===== config.mk =====
export PLATFORM = sky130hd
export DESIGN_NAME = io_responder
export DESIGN_NICKNAME = d
export VERILOG_FILES = /design/src/rtl/io_responder.sv
export SDC_FILE = /design/constraint.sdc
export NUM_CORES = 1
export LEC_CHECK = 0
export ABC_CLOCK_PERIOD_IN_PS = 4900
export BUFFER_PORTS_ARGS = -buffer_cell sky130_fd_sc_hd__buf_2
export CORE_AREA = 2 2 167 152
export DETAILED_ROUTE_END_ITERATION = 12
export DIE_AREA = 0 0 169 154
export GPL_TIMING_DRIVEN = 0
export PLACE_DENSITY = 0.79
export SLEW_MARGIN = 10
export SYNTH_ARGS = -nofsm -noshare
export SYNTH_HDL_FRONTEND = slang
export SYNTH_SLANG_ARGS = --single-unit
export TNS_END_PERCENT = 1

===== constraint.sdc =====
create_clock -name clk_in -period 4.9 [get_ports clk_in]
set_clock_uncertainty 0.1 [all_clocks]
set_input_delay 0.98 -clock clk_in [delete_from_list [all_inputs] [get_ports clk_in]]
set_output_delay 0.98 -clock clk_in [all_outputs]
set_load 0.01 [all_outputs]

===== src/rtl/io_responder.sv =====
// io_responder: CPU I/O-window responder with UART TX/RX FIFOs, cycle counter and halt; IO_STAT_EN adds a status byte at 0x30008
module io_responder #(
  parameter int TX_DEPTH_LOG2 = 4,
  parameter int RX_DEPTH_LOG2 = 4,
  parameter int FULL_MARGIN   = 2
) (
  input  logic        clk_in,
  input  logic        rst_in,
  input  logic        rdy_in,
  input  logic [31:0] mem_a,
  input  logic        mem_wr,
  input  logic [7:0]  mem_dout,
  output logic [7:0]  io_din,
  output logic        io_din_valid,
  output logic        io_buffer_full,
  output logic [7:0]  tx_data,
  output logic        tx_valid,
  input  logic        tx_ready,
  input  logic [7:0]  rx_data,
  input  logic        rx_valid,
  output logic        rx_ready,
  output logic        halt_o,
  output logic        tx_overflow_o
);
  localparam logic [TX_DEPTH_LOG2:0] TX_CAP = {1'b1, {TX_DEPTH_LOG2{1'b0}}};
  localparam logic [RX_DEPTH_LOG2:0] RX_CAP = {1'b1, {RX_DEPTH_LOG2{1'b0}}};
  localparam logic [TX_DEPTH_LOG2:0] MARGIN = FULL_MARGIN[TX_DEPTH_LOG2:0];
  logic [7:0] tx_mem [2**TX_DEPTH_LOG2];
  logic [7:0] rx_mem [2**RX_DEPTH_LOG2];
  logic [TX_DEPTH_LOG2-1:0] tx_wp, tx_rp;
  logic [RX_DEPTH_LOG2-1:0] rx_wp, rx_rp;
  logic [TX_DEPTH_LOG2:0] tx_count, tx_free;
  logic [RX_DEPTH_LOG2:0] rx_count, rx_count_next;
  logic [31:0] cnt, snap;
  logic [15:0] off;
  logic access, wr_en, rd_en, tx_full, rx_nonempty;
  logic tx_req, tx_push, tx_pop, rx_push, rx_pop, stat_hit;
  logic [7:0] tx_wdata, rd_val, stat_val;
  logic unused_bits;
  assign unused_bits = &{1'b0, mem_a[31:18]};
  assign off = mem_a[15:0];
  assign access = rdy_in && mem_a[17:16] == 2'b11;
  assign wr_en = access && mem_wr;
  assign rd_en = access && !mem_wr;
  assign tx_full = tx_count == TX_CAP;
  assign rx_nonempty = rx_count != '0;
  assign tx_valid = tx_count != '0;
  assign tx_data = tx_valid ? tx_mem[tx_rp] : 8'h00;
  assign tx_free = TX_CAP - tx_count;
  assign io_buffer_full = tx_free <= MARGIN;
  // a zero byte at 0x30000 is a no-op; the stop register emits a 0x00 marker instead
  assign tx_req = wr_en && ((off == 16'h0000 && mem_dout != 8'h00) || off == 16'h0004);
  assign tx_wdata = off == 16'h0004 ? 8'h00 : mem_dout;
  assign tx_pop = tx_valid && tx_ready;
  assign tx_push = tx_req && (!tx_full || tx_pop);
  assign rx_push = rx_valid && rx_ready;
  assign rx_pop = rd_en && off == 16'h0000 && rx_nonempty;
  assign rx_count_next = rx_count + (RX_DEPTH_LOG2+1)'(rx_push) - (RX_DEPTH_LOG2+1)'(rx_pop);
  assign stat_val = {6'b0, tx_full, rx_nonempty};
`ifdef IO_STAT_EN
  assign stat_hit = off == 16'h0008;
`else
  assign stat_hit = 1'b0;
`endif
  // byte 0 reads the live counter while the snapshot captures all four bytes for coherent follow-up reads
  assign rd_val = off == 16'h0000 ? (rx_nonempty ? rx_mem[rx_rp] : 8'h00) :
                  off == 16'h0004 ? cnt[7:0] :
                  off == 16'h0005 ? snap[15:8] :
                  off == 16'h0006 ? snap[23:16] :
                  off == 16'h0007 ? snap[31:24] :
                  stat_hit ? stat_val : 8'h00;
  always_ff @(posedge clk_in) begin
    if (tx_push) tx_mem[tx_wp] <= tx_wdata;
    if (rx_push) rx_mem[rx_wp] <= rx_data;
  end
  always_ff @(posedge clk_in) begin
    if (rst_in) begin
      cnt           <= '0;
      snap          <= '0;
      tx_wp         <= '0;
      tx_rp         <= '0;
      tx_count      <= '0;
      rx_wp         <= '0;
      rx_rp         <= '0;
      rx_count      <= '0;
      rx_ready      <= 1'b0;
      halt_o        <= 1'b0;
      tx_overflow_o <= 1'b0;
      io_din        <= 8'h00;
      io_din_valid  <= 1'b0;
    end else begin
      cnt      <= cnt + 32'd1;
      tx_count <= tx_count + (TX_DEPTH_LOG2+1)'(tx_push) - (TX_DEPTH_LOG2+1)'(tx_pop);
      rx_count <= rx_count_next;
      rx_ready <= rx_count_next != RX_CAP;
      if (tx_push) tx_wp <= tx_wp + 1'b1;
      if (tx_pop) tx_rp <= tx_rp + 1'b1;
      if (rx_push) rx_wp <= rx_wp + 1'b1;
      if (rx_pop) rx_rp <= rx_rp + 1'b1;
      if (wr_en && off == 16'h0004) halt_o <= 1'b1;
      if (tx_req && tx_full && !tx_pop) tx_overflow_o <= 1'b1;
      if (rd_en && off == 16'h0004) snap <= cnt;
      io_din       <= rd_en ? rd_val : 8'h00;
      io_din_valid <= rd_en;
    end
  end
endmodule


==> flow_summary.json <==
{
  "status": "complete, no violations",
  "post-cts-setup-buffer-count": 0,
  "floorplan.initialDensity_pct": 60.4,
  "critical_path_peak_fanout": 6,
  "route.detailed.drc": 0,
  "finalCoreUtilization_pct": 68.1,
  "yosysWarningCount": 0,
  "timing.critical_path.from_type": "flop",
  "max-cap-violations": 0,
  "cts-buffers-inserted": 36,
  "clock_tree_from_tritoncts": "yes",
  "fin_crit_sh_pct": 87.7,
  "synth_area_per_cell_um2": 14.6,
  "sink_count_of_the_clock_tree": 358,
  "timing.rr.end": "tx_count[4]",
  "timing.final.crit_period_ns": 4.29,
  "hold_buffers": 0,
  "p_per_area_nw_per_um2": 425,
  "total_nets_final": 1182,
  "final-hold-violation-count": 0,
  "synth_fp_nets": 1084,
  "wire_length_of_the_first_global_routing_pass_um": 47600,
  "cts_root_buf": "clkbuf_16",
  "fin_tns_setup_ns": 0,
  "cts-htree-levels": 2,
  "violation_count_after_the_first_detailed_route_iteration": 819,
  "io_buffers": 60,
  "footprint_of_the_multi_input_gates_um2": 4630,
  "ir_drop_mv": 0.313,
  "gr-usage-all-layers_pct": 24.1,
  "critical_path.endpoint": "tx_count[4]",
  "drive_gt1_share_pct": 17.5,
  "placed_wire_length_estimate_um": 20600,
  "vias": 8632,
  "globalplace.congestion": 0.869,
  "kind_of_end_point_of_the_critical_path": "flop",
  "synth-edff-count": 256,
  "reg2reg_from": "tx_count[1]",
  "max-slew-margin-rel_pct": 16.7,
  "synthDistinctLibCells": 44,
  "setup-violations-final": 0,
  "antennaDiodeCount": 0,
  "top_level_ports": 76,
  "postSynthRegisterBits": 358,
  "p_leak_nw": 5.42,
  "placementRows": 54,
  "clock_latency_ns": 0.52,
  "finalWirelength_um": 30700,
  "die_h_um": 154,
  "seq_area_um2": 9730,
  "timing.final.max_slew_violations": 0,
  "routed_wire_length_per_instance_um": 21.4,
  "worst-endpoint-arrival_ns": 4.58,
  "antenna_violating_nets_post_route": 0,
  "cts.path.max_buffers": 3,
  "tightestPinTransition_ns": 1.25,
  "netlist_instances": 1001,
  "initial_antenna_violation_count": 0,
  "routed_via_density": 6.02,
  "required_time_worst_endpoint_ns": 5.18,
  "clk_transition_reported_paths_ns": 0.06,
  "worst-r2r-cell-count": 19,
  "rsz_0062_raised_after_global_routing": "no",
  "commonest_non_fill_non_tap_cell_in_the_layout": "edfxtp_1",
  "ctsResizeCount": 0,
  "synth_area_um2": 14600,
  "ys.flop_type": "edfxtp_1",
  "worst_setup_slack_for_register_to_register_paths_ns": 0.61,
  "pin_count_of_the_biggest_net_entering_global_routing": 17,
  "first_global_vias": 8572,
  "first_pass_iteration_count_of_the_detailed_router": 6,
  "filler_cell_count_in_the_final_layout": 1623,
  "critical_path.startpoint": "tx_count[1]",
  "worst_hold_path_type": "flop to flop",
  "final_cell_mix": "256 x edfxtp_1, 102 x dfxtp_1, 97 x nor2_1",
  "core_area_um2": 24200,
  "die_width_um": 169,
  "fp.dieArea_um2": 26000,
  "synthArstFlopShare_pct": 0,
  "max_freq_ghz": 0.233,
  "synthToLayoutAreaGrowth_pct": 12.7,
  "critPathKind": "flop to flop",
  "seq_area_frac_synth_pct": 66.6,
  "grt_overflow": 0
}
[synth_stat cells, types with 2 or more instances]
cell type	count	share of area (%)
o21bai_1	2	0.10
xor2_1	27	1.6
nor4_2	3	0.26
nor3_1	14	0.48
mux2_2	2	0.15
clkbuf_1	28	0.72
nor2_1	97	2.5
nor2b_1	20	0.86
mux4_2	56	8.6
and3_1	4	0.17
nand4_1	17	0.73
dfxtp_1	102	14
a31o_2	2	0.12
fa_1	2	0.27
inv_1	20	0.51
xnor2_1	20	1.2
mux2i_1	51	3.5
a211o_1	8	0.48
nand3_1	15	0.51
buf_1	10	0.26
and4_1	2	0.12
or4_1	6	0.31
a21oi_1	50	1.7
a22oi_1	16	0.82
nand2b_1	7	0.30
or3_1	4	0.17
nand2_1	73	1.9
ha_1	27	2.3
edfxtp_1	256	53
o21ai_0	21	0.72
and2_1	13	0.56
nor4_4	2	0.29
nor4_1	3	0.13
buf_2	11	0.38
[report_power, final]
part / switching (mW) / internal (mW) / total, mW
Sequential: 0.0529 / 3.32 / 3.37
Combinational: 0.504 / 0.454 / 0.958
Clock: 1.10 / 1.56 / 2.67
Total: 1.66 / 5.34 / 7.00
[metal layers]
metal | vias to the layer above | GRT usage (%) | share of wire [%]
met3 | 46 | 4.40 | 6.5
met1 | 4297 | 34.0 | 44
li1 | 3950 | - | -
met4 | 0 | 6.59 | 2.1
met2 | 339 | 39.3 | 48
met5 | - | 0 | 0
[flip-flops by register name, summed over array words and instances (netlist names), 4 cells and up, named ones only]
register,cells
tx_mem,128
cnt,32
rx_wp,4
tx_rp,4
rx_count,5
io_din,8
snap,24
tx_wp,4
tx_count,5
rx_mem,128
rx_rp,4
[layout make-up]
| cell class | count | area share, % |
|---|---|---|
| sequential | 358 | 59.1 |
| clock buffer | 46 | 5.89 |
| inverter | 20 | 0.456 |
| clock inverter | 19 | 1.08 |
| tap | 308 | 2.34 |
| timing repair buffer | 60 | 1.82 |
| buffer | 49 | 1.20 |
| multi-input combinational | 574 | 28.1 |
[worst min path at each step]
| stage | depth (start not counted) | to | slack (ns) | from |
|---|---|---|---|---|
| final | 2 | snap[17] | 0.35 | snap[17] |
| after global routing | 2 | snap[13] | 0.37 | snap[13] |
| after CTS | 2 | snap[17] | 0.35 | snap[17] |
| after detailed placement | 2 | snap[17] | 0.35 | snap[17] |
| after global placement | 2 | snap[8] | 0.34 | snap[8] |
| after floorplan | 2 | snap[19] | 0.33 | snap[19] |
[metrics by stage]
| step | power, mW | cell area (µm²) | setup slack [ns] | std cells | hold slack, ns |
|---|---|---|---|---|---|
| detailed placement | 4.39 | 15300 | 0.501 | 1369 | 0.348 |
| floorplan | 4.12 | 14600 | 1.14 | 1001 | 0.331 |
| global placement | 4.36 | 15300 | 0.417 | 1369 | 0.340 |
| global route | 7.27 | 16500 | 0.195 | 1434 | 0.373 |
| CTS | 7.04 | 16500 | 0.573 | 1434 | 0.354 |
| finish | 7.00 | 16500 | 0.605 | 1434 | 0.354 |
[cell families after synthesis]
group                    after synthesis  synth area share (%)
flip-flops                           358                  66.6
adder cells (fa/ha/maj)               29                  2.59
XOR/XNOR                              47                  2.82
buffers and inverters                 69                  1.87
AND/OR/NAND/NOR                      287                  9.74
multiplexers                         109                  12.3
AO/OA/AOI/OAI                        102                  4.12
[worst max-delay path: stages, from the launching register on]
cell      delay [ns]
dfxtp_1         0.43
inv_1           0.13
ha_1            0.22
and2_1          0.15
ha_1            0.24
nor2b_1         0.13
clkbuf_1        0.27
nor2b_1         0.15
nor4_1          0.75
inv_1           0.13
ha_1            0.32
inv_1           0.06
ha_1            0.15
inv_1           0.05
fa_1            0.39
nor2_1          0.10
nor2_1          0.05
o21bai_1        0.17
xnor2_1         0.14
nor2_1          0.05
(Power assumes the default switching activity.)
